### src/rtl/reg_bank_pkg.sv
// Shared constants for the reg_bank register file: FSM state encoding and
// wait-counter width.
package reg_bank_pkg;

  localparam int unsigned STATE_W = 2;
  localparam int unsigned CNT_W   = 3;

  typedef logic [STATE_W-1:0] state_t;

  localparam state_t S_IDLE = 2'd0;
  localparam state_t S_WAIT = 2'd1;
  localparam state_t S_RESP = 2'd2;

endpackage

### src/rtl/reg_bank_mem.sv
// Register storage for reg_bank: DEPTH x DATA_W flops, synchronous write,
// combinational read, synchronous reset to RESET_VAL.
module reg_bank_mem #(
  parameter int unsigned          ADDR_W    = 4,
  parameter int unsigned          DATA_W    = 4,
  parameter int unsigned          DEPTH     = 12,
  parameter logic [DATA_W-1:0]    RESET_VAL = DATA_W'(4'h5)
) (
  input  logic              clock,
  input  logic              reset_n,
  input  logic              we,
  input  logic [ADDR_W-1:0] waddr,
  input  logic [DATA_W-1:0] wdata,
  input  logic [ADDR_W-1:0] raddr,
  output logic [DATA_W-1:0] rdata
);

  logic [DATA_W-1:0] regs [DEPTH];

  always_ff @(posedge clock) begin
    for (int i = 0; i < int'(DEPTH); i++) begin
      if (!reset_n) begin
        regs[i] <= RESET_VAL;
      end else if (we && (waddr == ADDR_W'(i))) begin
        regs[i] <= wdata;
      end
    end
  end

  // Decoded read mux; unimplemented addresses read as zero.
  always_comb begin
    rdata = '0;
    for (int i = 0; i < int'(DEPTH); i++) begin
      if (raddr == ADDR_W'(i)) begin
        rdata = regs[i];
      end
    end
  end

endmodule

### src/rtl/reg_bank.sv
// Single-outstanding register-bank slave: valid/ready request, programmable
// wait, held response until rready. Writes commit when the response retires.
module reg_bank
  import reg_bank_pkg::*;
#(
  parameter int unsigned       ADDR_W    = 4,
  parameter int unsigned       DATA_W    = 4,
  parameter int unsigned       DEPTH     = 12,
  parameter int unsigned       WAIT      = 1,
  parameter logic [DATA_W-1:0] RESET_VAL = DATA_W'(4'h5)
) (
  input  logic              clock,
  input  logic              reset_n,
  input  logic              valid,
  input  logic              write,
  input  logic [ADDR_W-1:0] addr,
  input  logic [DATA_W-1:0] wdata,
  output logic              ready,
  output logic              rvalid,
  input  logic              rready,
  output logic [DATA_W-1:0] rdata,
  output logic              err
);

  localparam logic [CNT_W-1:0] WAIT_LOAD = (WAIT == 0) ? '0 : CNT_W'(WAIT - 1);
  localparam logic [ADDR_W:0]  DEPTH_L   = (ADDR_W+1)'(DEPTH);

  state_t             state, state_nx;
  logic [CNT_W-1:0]   cnt, cnt_nx;

  logic               req_write;
  logic [ADDR_W-1:0]  req_addr;
  logic [DATA_W-1:0]  req_wdata;

  logic               cur_write;
  logic [ADDR_W-1:0]  cur_addr;
  logic               cur_err;
  logic               req_err;
  logic               enter_resp;
  logic               mem_we;
  logic [DATA_W-1:0]  mem_rdata;

  // With WAIT=0 the response loads on the accept edge, before the request
  // registers hold the new request, so use the live inputs while idle.
  assign cur_write  = (state == S_IDLE) ? write : req_write;
  assign cur_addr   = (state == S_IDLE) ? addr  : req_addr;
  assign cur_err    = ({1'b0, cur_addr} >= DEPTH_L);
  assign req_err    = ({1'b0, req_addr} >= DEPTH_L);
  assign enter_resp = (state_nx == S_RESP) && (state != S_RESP);
  assign mem_we     = (state == S_RESP) && rready && req_write && !req_err;

  always_ff @(posedge clock) begin
    if (!reset_n) begin
      state <= S_IDLE;
      cnt   <= '0;
    end else begin
      state <= state_nx;
      cnt   <= cnt_nx;
    end
  end

  always_comb begin
    state_nx = state;
    cnt_nx   = cnt;
    case (state)
      S_IDLE: begin
        if (valid) begin
          if (WAIT == 0) begin
            state_nx = S_RESP;
          end else begin
            state_nx = S_WAIT;
            cnt_nx   = WAIT_LOAD;
          end
        end
      end
      S_WAIT: begin
        if (cnt == '0) begin
          state_nx = S_RESP;
        end else begin
          cnt_nx = cnt - 1'b1;
        end
      end
      S_RESP: begin
        if (rready) begin
          state_nx = S_IDLE;
        end
      end
      default: state_nx = S_IDLE;
    endcase
  end

  // Request capture and registered response outputs.
  always_ff @(posedge clock) begin
    if (!reset_n) begin
      req_write <= 1'b0;
      req_addr  <= '0;
      req_wdata <= '0;
      ready     <= 1'b1;
      rvalid    <= 1'b0;
      rdata     <= '0;
      err       <= 1'b0;
    end else begin
      if (valid && ready) begin
        req_write <= write;
        req_addr  <= addr;
        req_wdata <= wdata;
      end
      ready  <= (state_nx == S_IDLE);
      rvalid <= (state_nx == S_RESP);
      if (enter_resp) begin
        err   <= cur_err;
        rdata <= (cur_write || cur_err) ? '0 : mem_rdata;
      end else if (state_nx != S_RESP) begin
        err   <= 1'b0;
        rdata <= '0;
      end
    end
  end

  reg_bank_mem #(
    .ADDR_W    (ADDR_W),
    .DATA_W    (DATA_W),
    .DEPTH     (DEPTH),
    .RESET_VAL (RESET_VAL)
  ) u_mem (
    .clock   (clock),
    .reset_n (reset_n),
    .we      (mem_we),
    .waddr   (req_addr),
    .wdata   (req_wdata),
    .raddr   (cur_addr),
    .rdata   (mem_rdata)
  );

endmodule

### config.mk
export PLATFORM = sky130hd
export DESIGN_NAME = reg_bank
export DESIGN_NICKNAME = d
export VERILOG_FILES = /design/src/rtl/reg_bank_pkg.sv /design/src/rtl/reg_bank_mem.sv /design/src/rtl/reg_bank.sv
export SDC_FILE = /design/constraint.sdc
export NUM_CORES = 1
export LEC_CHECK = 0
export BUFFER_PORTS_ARGS = -buffer_cell sky130_fd_sc_hd__buf_2
export CORE_MARGIN = 4
export CORE_UTILIZATION = 40
export CTS_BUF_LIST = sky130_fd_sc_hd__clkbuf_16
export DETAILED_ROUTE_END_ITERATION = 12
export PLACE_DENSITY_LB_ADDON = 0.05
export SYNTH_ARGS = -nofsm -noshare
export SYNTH_HDL_FRONTEND = slang
export SYNTH_SLANG_ARGS = --single-unit
### constraint.sdc
create_clock -name clock -period 2.75 [get_ports clock]
set_clock_uncertainty 0.1 [all_clocks]
set_input_delay 0.275 -clock clock [delete_from_list [all_inputs] [get_ports clock]]
set_output_delay 0.275 -clock clock [all_outputs]
set_load 0.03 [all_outputs]
* Yosys cells after proc, flatten, opt, wreduce, memory -nomap -nowiden
Memories as Yosys holds them, arrays and structs flattened.
Cells that the tools add are included.
Widths: inputs -> output; s select.
** Storage, ports and cells
- Register bits after elaboration :: 21
- Latch bits :: 0
- Memory bits (writable) :: 48
- Memory bits (read-only) :: 0
- Input bits :: 13
- Output and inout port bits :: 7
- Logic and storage cells :: 156
- Memories :: 1
** Memory list
- u_mem.regs :: words 12, width 4, read ports 12, clocked after memory_dff 0, wr ports 12, RTL line reg_bank_mem.sv:18 : logic [DATA_W-1:0] regs [DEPTH];
** Cells by class
- $add $sub $neg :: 1
- $mul :: 0
- Divide/modulo/power cells :: 0
- Magnitude comparators :: 2
- Equality and inequality tests :: 29
- Shifts and indexed selects :: 0
- Mux-type cells :: 75
- Bitwise gates (word level) :: 12
- Reduce and logical (&&, ||, !) cells :: 27
** Operators by type and width (count)
- $mux 4 :: 28
- $mux 1 :: 40
- $eq 4x3->1 const B :: 8
- $eq 4x4->1 const B :: 8
- $logic_and 1x1->1 :: 17
- $eq 4x2->1 const B :: 4
- $or 1x1->1 :: 12
- $eq 4x1->1 const B :: 2
- $ge 4x4->1 const B :: 2
- $logic_not 4->1 :: 2
- $ne 2x2->1 const B :: 4
- $mux 2 :: 3
- $mux 3 :: 2
- $pmux 2 s3 :: 1
- $pmux 3 s2 :: 1
- $eq 2x2->1 const B :: 2
- $logic_not 2->1 :: 2
- $reduce_bool 2->1 :: 2
- $logic_not 3->1 :: 1
- $reduce_and 3->1 :: 1
- $sub 3x1->3 const B :: 1
- $eq 2x1->1 const B :: 1
- $logic_not 1->1 :: 1
- $logic_or 1x1->1 :: 1

* Depth between registers and ports, before layout
- Word-level depth :: 17
- Depth in mapped cells :: 8
- Mapped depth without buffers :: 8

* By module
A second synthesis with hierarchy kept.
** Unflattened totals
- Cells, all modules :: 315
- Area total of the unflattened synthesis :: 3422.0 um2
** By module, submodules not included
- reg_bank_mem :: instances 1, cells each 217, area each 2487.4 um2, sequential area each 1441.4 um2
- reg_bank :: instances 1, cells each 98, area each 934.6 um2, sequential area each 420.4 um2

* Least setup slack after synthesis
OpenSTA, ideal clock, no wires.
- Path kind :: register to register
- From :: reg state[0]
- To :: mem u_mem.regs[5][0] (netlist: u_mem.regs[1][4]) (enable)
- Arrival time :: 1.628 ns
- Data required time :: 2.289 ns
- Slack :: 0.661 ns
- Stages on the path, launching flop included :: 8
- Path buffers :: 2
- Clock period less this slack :: 2.089 ns
- Path through :: dfxtp_1 > clkbuf_1 > nand4b_1 > a21oi_1 > and2_1 > nand2_1 > clkbuf_1 > o21ai_0
** RTL lines
- start, declared :: RTL line reg_bank.sv:28 : state_t state, state_nx;
- start signal, assigned :: RTL line reg_bank.sv:57 : state <= state_nx;
- end, declared :: RTL line reg_bank_mem.sv:18

==> flow_metrics.env <==
export IMPL_clockBufferDepth=2
export IMPL_cts_clk_slew_worst_paths_ns=0.06
export IMPL_yosys_area_top_type_share_pct=41.56
export IMPL_drt_total_wl_mm=9.786
export IMPL_port_buffers=19
export IMPL_grt_max_degree=22
export IMPL_core_area_um2=8341
export IMPL_area_growth_pct=13.53
export IMPL_hpwl_mm=6.878
export IMPL_grt_pass1_wl_mm=15.30
export IMPL_outcome="complete, no violations"
export IMPL_power_density_nw_per_um2=712.3
export IMPL_clock_sinks=69
export IMPL_ir_worst_vdd_mv=0.3458
export IMPL_synth_seq_cells=69
export IMPL_drtPass1Iterations=5
export IMPL_root_buffer="clkbuf_16"
export IMPL_die_h_um=101.1
export IMPL_setup_viol=0
export IMPL_synthTopCellsByArea="edfxtp_1, dfxtp_1, and2_1, or3_1, o21ai_0"
export IMPL_grt_setup_unrepaired="no"
export IMPL_hold_violations=0
export IMPL_cts_tree="yes"
export IMPL_track_usage_pct=20.34
export IMPL_die_w_um=101.1
export IMPL_die_area_um2=10220
export IMPL_drc_errors=0
export IMPL_final_nets=371
export IMPL_drt_iter0_drc=162
export IMPL_synth_yosys_seq_area_share_pct=53.68
export IMPL_final_cells=466
export IMPL_crit_path_top_delay_cell="o21ai_0"
export IMPL_drive_gt1_share_pct=15.51
export IMPL_path_cells="nand4b_1 > a21oi_1 > and2_1 > nand2_1 > o21ai_0"
export IMPL_synth_fp_nets=359
export IMPL_timing_rr_start="state[1]"
export IMPL_synthFlopType="edfxtp_1"
export IMPL_max_slew_margin_pct=55.89
export IMPL_cts_hold_buf=0
export IMPL_maxSlewViolCount=0
export IMPL_cp_end_kind="flip-flop"
export IMPL_yosysUniqueCellTypes=55
export IMPL_critPathBufInv=0
export IMPL_worst_pin_slew_ns=0.6576
export IMPL_hold_path_class="input pin to flip-flop"
export IMPL_syn_cell_area_um2=3468
export IMPL_io_pins=20
export IMPL_critPathLaunchType="flip-flop"
export IMPL_grt_pass1_vias=2621
export IMPL_crit_family="compound AO/OA/AOI/OAI gates"
export IMPL_synthCells=344
export IMPL_post_cts_setup_buffers=0
export IMPL_clock_latency_ns=0.33
export IMPL_async_flop_share_pct=0
export IMPL_crit_start="state[1]"
export IMPL_routabilityCongestion=0.8892
export IMPL_via_count=2690
export IMPL_rows=33
export IMPL_yosysWarnings=0
export IMPL_start_util_pct=41.58
export IMPL_cts_resized=0
export IMPL_setup_tns_ns=0
export IMPL_antennaDiodeCount=0
export IMPL_cts_htree_levels=3
export IMPL_cts_made_buffers=9
export IMPL_hp_start="write"
export IMPL_final_period_utilization_pct=91.39
export IMPL_p_leak_nw=1.305
export IMPL_overflow=0
export IMPL_antenna_found_initial=0
export IMPL_cp_required_ns=2.62
export IMPL_synth_largest_area_cell="edfxtp_1"
export IMPL_wl_per_cell_um=21.00
export IMPL_period_minus_slack_ns=2.513
export IMPL_ant_nets=0
export IMPL_cpPeakStageDelay_ns=0.58
export IMPL_synth_edf_count=48
export IMPL_cap_violations=0
export IMPL_via_per_inst=5.773
export IMPL_clock_fmax_ghz=0.3979
export IMPL_crit_type="flip-flop to flip-flop"
export IMPL_avgSynthCellArea_um2=10.08
export IMPL_path_max_fanout=14
export IMPL_arrival_ns=2.38
export IMPL_dp_cells=450
==> cell usage in the layout, fill, tap and decap left out, types with 4 or more instances in the layout <==
cell type,n
nand2_1,25
a31oi_1,4
nand2b_1,5
or3_1,24
a21oi_1,23
mux2i_1,4
a22oi_1,5
nor2b_1,4
buf_2,19
o21ai_0,24
mux2_2,4
and2_1,26
dfxtp_1,21
edfxtp_1,48
inv_1,5
nor2_1,26
nor3_1,4
nand3_1,16
clkbuf_16,9
buf_4,8
==> power by group <==
| part | switching [mW] | internal (mW) | total, mW |
|---|---|---|---|
| sequential | 0.0793 | 1.15 | 1.23 |
| combinational | 0.273 | 0.162 | 0.435 |
| clock | 0.444 | 0.695 | 1.14 |
==> path summary, 6_finish.rpt <==
path,endpoint,slack (ns),cells after the start
min reg2reg,err,0.35,2
max,u_mem.regs[1][4],0.24,5
min,req_write,0.1,3
max reg2reg,u_mem.regs[1][4],0.24,5
==> per-layer routing <==
layer | share of wire, % | global-route usage, %
met1 | 45 | 28.14
met2 | 47 | 32.29
met3 | 6.0 | 3.668
met4 | 2.0 | 6.851
met5 | 0 | 0
==> worst register-to-register path, cell delays in order, from the launching register on <==
cell and delay [ns]:
dfxtp_1 0.55, nand4b_1 0.18, a21oi_1 0.25, and2_1 0.20
nand2_1 0.29, o21ai_0 0.59
==> Yosys cell counts, drive strengths merged (16+ instances only) <==
cell / number
nor2: 27
or3: 24
nand3: 16
and2: 26
clkbuf: 21
a21oi: 23
o21ai: 28
dfxtp: 21
edfxtp: 48
nand2: 25
==> area by class of cell <==
class / count / area [um2]
Timing Repair Buffer: 27 / 155.1
Tap cell: 105 / 131.4
Clock inverter: 7 / 66.31
Sequential cell: 69 / 1862
Fill cell: 822 / 4403
Inverter: 5 / 18.77
Clock buffer: 9 / 225.2
Multi-Input combinational cell: 244 / 1479
==> kinds of logic after synthesis <==
group	count (synthesis)	share of synthesized area (%)
compound gates	85	15.48
buf+inv	31	3.680
simple gates	147	22.94
fa+ha+maj	2	0.7214
mux	10	3.499
flops	69	53.68
==> flip-flops by register name, summed over array words and instances, names as in the netlist <==
register,cells
u_mem.regs,48
rdata,4
req_addr,4
req_wdata,4
cnt,3
state,2
err,1
ready,1
req_write,1
rvalid,1
==> through the flow <==
step	power [mW]	hold slack, ns	area (um2)	worst slack [ns]	util, %
after floorplan	1.540	0.3225	3468	0.6606	-
after global placement	1.683	0.3438	3646	0.2564	43.71
after detailed placement	1.681	0.3474	3646	0.2150	43.71
after CTS	2.820	0.08963	3938	0.1701	47.21
after global routing	2.918	0.1013	3938	0.001325	47.21
final	2.805	0.09707	3938	0.2369	47.21
(Power assumes the default switching activity.)
